`src/rtl/uart_tx_core.sv`:
```
// uart_tx_core: UART transmitter with a one-byte holding register, a shift
// register, sticky overrun detection and a bit period latched per frame.
module uart_tx_core #(
  parameter int DATA_W  = 8,
  parameter int MIN_CPB = 4
) (
  input  logic              PCLK,
  input  logic              PRESET,
  input  logic              tx_en,
  input  logic [31:0]       clks_per_bit,
  input  logic              parity_en,
  input  logic              parity_odd,
  input  logic              stop2,
  input  logic [DATA_W-1:0] tx_data,
  input  logic              tx_wr,
  input  logic              ovr_clr,
  output logic              o_tx,
  output logic              txe,
  output logic              tx_busy,
  output logic              tx_done,
  output logic              ovr
);

  typedef enum logic [2:0] {
    IDLE   = 3'd0,
    START  = 3'd1,
    DATA   = 3'd2,
    PARITY = 3'd3,
    STOP   = 3'd4
  } state_t;

  localparam logic [31:0] MIN_CPB_W = 32'(MIN_CPB);
  localparam logic [2:0]  LAST_BIT  = 3'(DATA_W - 1);

  state_t              state;
  state_t              state_next;
  logic [DATA_W-1:0]   hold_reg;
  logic                hold_full;
  logic [DATA_W-1:0]   shift_reg;
  logic [31:0]         cnt;
  logic [31:0]         period_q;
  logic [31:0]         eff_period;
  logic [2:0]          bit_idx;
  logic                stop_idx;
  logic                par_en_q;
  logic                par_bit_q;
  logic                stop2_q;
  logic                bit_end;
  logic                last_stop;
  logic                frame_end;
  logic                xfer;
  logic                accept;

  assign eff_period = (clks_per_bit < MIN_CPB_W) ? MIN_CPB_W : clks_per_bit;
  assign bit_end    = (cnt == 32'd0);
  assign last_stop  = !stop2_q || stop_idx;
  assign frame_end  = (state == STOP) && bit_end && last_stop;
  // A frame starts from IDLE, or straight out of the last stop clock when
  // another byte is already waiting (no idle gap between frames).
  assign xfer       = hold_full && tx_en && ((state == IDLE) || frame_end);
  // A write landing on the transfer cycle refills the register being emptied.
  assign accept     = tx_wr && (!hold_full || xfer);

  assign txe     = !hold_full;
  assign tx_busy = (state != IDLE);

  // State register; reset drops the frame and returns the line to idle.
  always_ff @(posedge PCLK or posedge PRESET) begin
    if (PRESET) state <= IDLE;
    else        state <= state_next;
  end

  // Next-state decode plus line level and end-of-frame pulse.
  always_comb begin
    state_next = state;
    o_tx       = 1'b1;
    tx_done    = 1'b0;
    case (state)
      IDLE: begin
        if (xfer) state_next = START;
      end
      START: begin
        o_tx = 1'b0;
        if (bit_end) state_next = DATA;
      end
      DATA: begin
        o_tx = shift_reg[0];
        if (bit_end && (bit_idx == LAST_BIT))
          state_next = par_en_q ? PARITY : STOP;
      end
      PARITY: begin
        o_tx = par_bit_q;
        if (bit_end) state_next = STOP;
      end
      STOP: begin
        if (frame_end) begin
          tx_done    = 1'b1;
          state_next = xfer ? START : IDLE;
        end
      end
      default: state_next = IDLE;
    endcase
  end

  // Holding register, its full flag, and the sticky overrun flag.
  always_ff @(posedge PCLK or posedge PRESET) begin
    if (PRESET) begin
      hold_reg  <= '0;
      hold_full <= 1'b0;
      ovr       <= 1'b0;
    end else begin
      if (accept) hold_reg <= tx_data;
      if (accept)    hold_full <= 1'b1;
      else if (xfer) hold_full <= 1'b0;
      if (tx_wr && !accept) ovr <= 1'b1;
      else if (ovr_clr)     ovr <= 1'b0;
    end
  end

  // Frame datapath: per-frame settings are captured at transfer so that
  // register changes mid-frame only affect the next frame.
  always_ff @(posedge PCLK or posedge PRESET) begin
    if (PRESET) begin
      shift_reg <= '0;
      cnt       <= '0;
      period_q  <= '0;
      bit_idx   <= '0;
      stop_idx  <= 1'b0;
      par_en_q  <= 1'b0;
      par_bit_q <= 1'b0;
      stop2_q   <= 1'b0;
    end else if (xfer) begin
      shift_reg <= hold_reg;
      cnt       <= eff_period - 32'd1;
      period_q  <= eff_period;
      bit_idx   <= '0;
      stop_idx  <= 1'b0;
      par_en_q  <= parity_en;
      par_bit_q <= (^hold_reg) ^ parity_odd;
      stop2_q   <= stop2;
    end else if (state != IDLE) begin
      if (bit_end) begin
        cnt <= period_q - 32'd1;
        if (state == DATA) begin
          shift_reg <= {1'b0, shift_reg[DATA_W-1:1]};
          bit_idx   <= bit_idx + 3'd1;
        end
        if (state == STOP) stop_idx <= !stop_idx;
      end else begin
        cnt <= cnt - 32'd1;
      end
    end
  end

endmodule

```
`config.mk`:
```
export PLATFORM = sky130hd
export DESIGN_NAME = uart_tx_core
export DESIGN_NICKNAME = d
export VERILOG_FILES = /design/src/rtl/uart_tx_core.sv
export SDC_FILE = /design/constraint.sdc
export NUM_CORES = 1
export LEC_CHECK = 0
export CAP_MARGIN = 20
export CORE_ASPECT_RATIO = 1.4
export CORE_UTILIZATION = 50
export CTS_CLUSTER_DIAMETER = 150
export DETAILED_ROUTE_END_ITERATION = 7
export DONT_BUFFER_PORTS = 1
export SYNTH_ARGS = -nofsm -noshare
export SYNTH_HDL_FRONTEND = slang
export SYNTH_SLANG_ARGS = --single-unit
```
`constraint.sdc`:
```
create_clock -name PCLK -period 5.2 [get_ports PCLK]
set_input_delay 1.3 -clock PCLK [delete_from_list [all_inputs] [get_ports PCLK]]
set_output_delay 1.3 -clock PCLK [all_outputs]
set_load 0.005 [all_outputs]
```
==> summary.txt <==
Status
  • Run status: finished, final reports clean

Worst setup path
  • Startpoint-to-endpoint class of the critical path: input port to flip-flop
  • Family of cells with the greatest summed delay on the critical path: simple AND/OR/NAND/NOR gates
  • Worst path arrival time: around 5 ns
  • Critical path launch point type: input port
  • Bufs and invs on worst path: 0
  • Crit path required time: roughly 5.5 ns
  • Kind of end point of the critical path: flip-flop
  • Crit path max-delay cell type: sky130_fd_sc_hd__or4_1
  • Critical-path maximum fanout: 4
  • Crit path cell chain: or3_1 -> or4_1 -> nor4_1 -> nor2_1 -> nand2_1 -> o21a_1 -> ha_1 -> nand2_1 -> or4_1 -> a2111oi_4 -> o22ai_2 -> nor4_4 -> mux2_1 -> nor2_1 -> a221o_1
  • Delay of the slowest cell on the worst path: 0.48 ns

Power and ir drop
  • PD cells: roughly 600 mW/mm2
  • Part of the total power dissipated in the clock network: between 10% and 20%
  • Part of the total power dissipated in sequential elements: just under 40%
  • Worst vdd ir: ~270 uV
  • Leakage Power: approximately 2.7 nW
  • Switch share: 44.1%
  • Internal power contribution: 0.00208 W
  • Switching power: ~0.0016 W
  • Comb pwr share: around 45%

Clock tree
  • Cts repair resizes: 0
  • Setup repair bufs after CTS: 0
  • Post-cts hold buffer count: 0
  • CTS tree: done
  • Later-pin clock latency in the skew report: ~0.35 ns
  • Clock Path Buffers: 2
  • Count of clock tree sinks: a little over 90
  • H-tree Lvls: 3
  • CTS Root Buffer Type: sky130_fd_sc_hd__clkbuf_16
  • CTS clock-pin slew for the worst setup and hold paths: approximately 0.070 ns
  • Number of CTS-inserted buffers: 9

Yosys
  • Synth warn: 0
  • Flip-flop cell with the highest count after synthesis: sky130_fd_sc_hd__dfrtp_1
  • Cell type with the highest aggregate area in the netlist: sky130_fd_sc_hd__dfrtp_1
  • Synth Register Bits: 92
  • Proportion of netlist area held by the largest area contributor: ~39%
  • Post-synth net total: ~760
  • Synth Cell Area: 0.00588 mm2
  • Post-synthesis sequential area ratio: approximately 39%
  • Average cell area after synthesis: about 8.4 um2
  • Synth Instances: about 700
  • Number of flops mapped to enable cells by yosys: 0
  • Number of distinct library cells after synthesis: between 80 and 90
  • Post-synthesis async set-or-reset flop share: 100%
  • Biggest area contributors in the synthesized netlist: sky130_fd_sc_hd__dfrtp_1 (39%), sky130_fd_sc_hd__nand2_1 (9.3%), sky130_fd_sc_hd__nor2_1 (4.7%)

Final layout
  • Core occupancy in the finished layout: 55.9%
  • Area growth from synthesis to layout: 8.32%
  • Antenna cell count: 0
  • Layout cells sized above 1: a little over a tenth
  • Fin nets: between 700 and 800
  • Registers with the most flip-flops: cnt x32, period_q x32

STA
  • Unrepaired setup endpoints after global routing: no
  • Share of the clock period used by the worst path after layout: around 94%
  • Maximum clock frequency: ~210 MHz
  • Worst Skew: a little over 0.008 ns
  • Measured slew at the worst slew-check pin: between 0.7 and 0.8 ns
  • Number of endpoints failing setup at the final stage: 0
  • Clock period minus final worst setup slack: a little under 5 ns
  • Number of endpoints with negative hold slack in the final report: 0
  • Final worst setup slack: between 0.3 and 0.4 ns
  • Total negative slack for setup checks: 0 ns
  • Slew margin rel.: around half
  • Count of final max-slew check failures: 0

Flow run
  • MaxCap Viol Count: 0

Floorplanning
  • Horizontal extent of the die: about 94 um
  • Standard cell core area: roughly 0.011 mm2
  • Top-level port count: 53
  • Height of the chip: between 100 and 150 um
  • Initial standard-cell utilization of the core: 51.6%
  • Standard-cell rows: 46
  • Die footprint: approximately 0.012 mm2

Detailed routing
  • Length of the first detailed-routing pass in iterations: 7
  • Via count: roughly 5500
  • Post-Route WL: about 18000 um
  • Vias per inst: 6.49
  • Antenna Violating Nets Remaining: 0
  • First-iteration detailed-routing DRC count: between 300 and 400
  • Final routed wire length divided by cell count: ~21 um
  • Drc violations: 0

GRT
  • Global-route congestion overflow total: 0
  • Via count of the first global-routing pass: 5539
  • Number of antenna violations at the first check in global routing: 0
  • GRT Util Overall: 31.1%
  • Routing usage on met3: roughly 7.1%
  • Peak-usage layer in the global routing report: met2
  • GR met1 Demand/Resource: 36.1%
  • Pin count of the biggest net entering global routing: approximately 60
  • Met2 track demand over resource: between 50% and 60%
  • Global-route wire length before repair: roughly 29000 um

Worst hold path
  • Worst hold path type: flip-flop to flip-flop

Placed design
  • Dpl ws: 0.0182 ns
  • DP Wirelength: 12800 um
  • Final weighted congestion of routability-driven global placement: 0.979
  • Buffers on Ports: 0
## final cells by class
cell class                      instances  area, um2
Sequential cell                        92       2300
Fill cell                            1050       5030
Timing Repair Buffer                   23        193
Inverter                               11       43.8
Clock inverter                          4       33.8
Multi-Input combinational cell        562       3370
Clock buffer                           11        243
Tap cell                              144        180
## tightest hold or removal path: stages (launching register included)
cell                      delay [ns]
sky130_fd_sc_hd__dfrtp_1        0.35
sky130_fd_sc_hd__nand2_1        0.05
sky130_fd_sc_hd__nand2_1        0.05
## kinds of logic (layout without fill, tap and decap cells)
| group | after synthesis | count (layout) | synth area share, % |
|---|---|---|---|
| buf+inv | 50 | 49 | 3.72 |
| compound gates | 186 | 186 | 21.8 |
| xor+xnor | 31 | 31 | 4.62 |
| fa+ha+maj | 3 | 3 | 0.638 |
| simple gates | 326 | 326 | 27.1 |
| flops | 92 | 92 | 39.1 |
| mux | 16 | 16 | 2.98 |
## final timing paths
kind,slack (ns),depth (start not counted),from,endpoint
max in group asynchronous,3.29,2,PRESET,cnt[5]$_DFFE_PP0P_
min reg2reg,0.47,2,period_q[31]$_DFFE_PP0N_,period_q[31]$_DFFE_PP0N_
max reg2reg,0.82,14,cnt[1]$_DFFE_PP0P_,cnt[22]$_DFFE_PP0P_
max,0.33,15,clks_per_bit[6],cnt[22]$_DFFE_PP0P_
min in group asynchronous,0.94,1,PRESET,shift_reg[1]$_DFFE_PP0P_
min,0.47,2,period_q[31]$_DFFE_PP0N_,period_q[31]$_DFFE_PP0N_
## routing by layer
metal  wire length (um)  vias to the layer above
met5                  0                        -
met4                918                        0
met1               6870                     2616
met3               1320                       71
met2               8660                      267
li1                   -                     2543
## metrics by stage
stage / power [W] / cell area [um2] / hold WS, ns / std cells
floorplan: 0.00260 / 5880 / 0.430 / 704
global placement: 0.00301 / 6070 / 0.454 / 831
detailed placement: 0.00306 / 6070 / 0.462 / 831
CTS: 0.00370 / 6340 / 0.478 / 846
global route: 0.00400 / 6370 / 0.497 / 847
finish: 0.00372 / 6370 / 0.470 / 847
## power by group through the flow
| stage | Sequential, W | Clock, W | Combinational, W |
|---|---|---|---|
| after global routing | 0.00148 | 0.000666 | 0.00185 |
| after CTS | 0.00143 | 0.000640 | 0.00163 |
| final | 0.00144 | 0.000628 | 0.00165 |
| after floorplan | 0.00129 | 0 | 0.00131 |
| after detailed placement | 0.00144 | 0 | 0.00163 |
| after global placement | 0.00143 | 0 | 0.00158 |
## Yosys cell counts, types with 9 or more instances
cell,number
sky130_fd_sc_hd__inv_1,10
sky130_fd_sc_hd__nor3_1,20
sky130_fd_sc_hd__nor4_1,19
sky130_fd_sc_hd__xor2_1,10
sky130_fd_sc_hd__a31oi_1,9
sky130_fd_sc_hd__dfrtp_1,92
sky130_fd_sc_hd__nor2_1,73
sky130_fd_sc_hd__o21ai_0,49
sky130_fd_sc_hd__a21oi_1,36
sky130_fd_sc_hd__nand2_1,146
sky130_fd_sc_hd__a211oi_1,10
sky130_fd_sc_hd__nand3_1,9
sky130_fd_sc_hd__mux2_2,11
sky130_fd_sc_hd__clkbuf_1,25
sky130_fd_sc_hd__xnor2_1,21
## layout by cell type, fill, tap and decap left out, drive strengths merged, types with 5 or more instances in the layout
cell,count
nand3,9
or3,5
inv,12
xnor2,21
xor2,10
nor2,74
a21oi,37
or4,9
clkbuf,11
o21ai,52
and2,5
a22oi,6
nand2b,6
a211oi,10
nand2,147
o31ai,6
o211ai,5
mux2,12
a31oi,9
dfrtp,92
o21bai,7
nand4,7
nor4,24
nor3,23
buf,23
(Power assumes the default switching activity.)
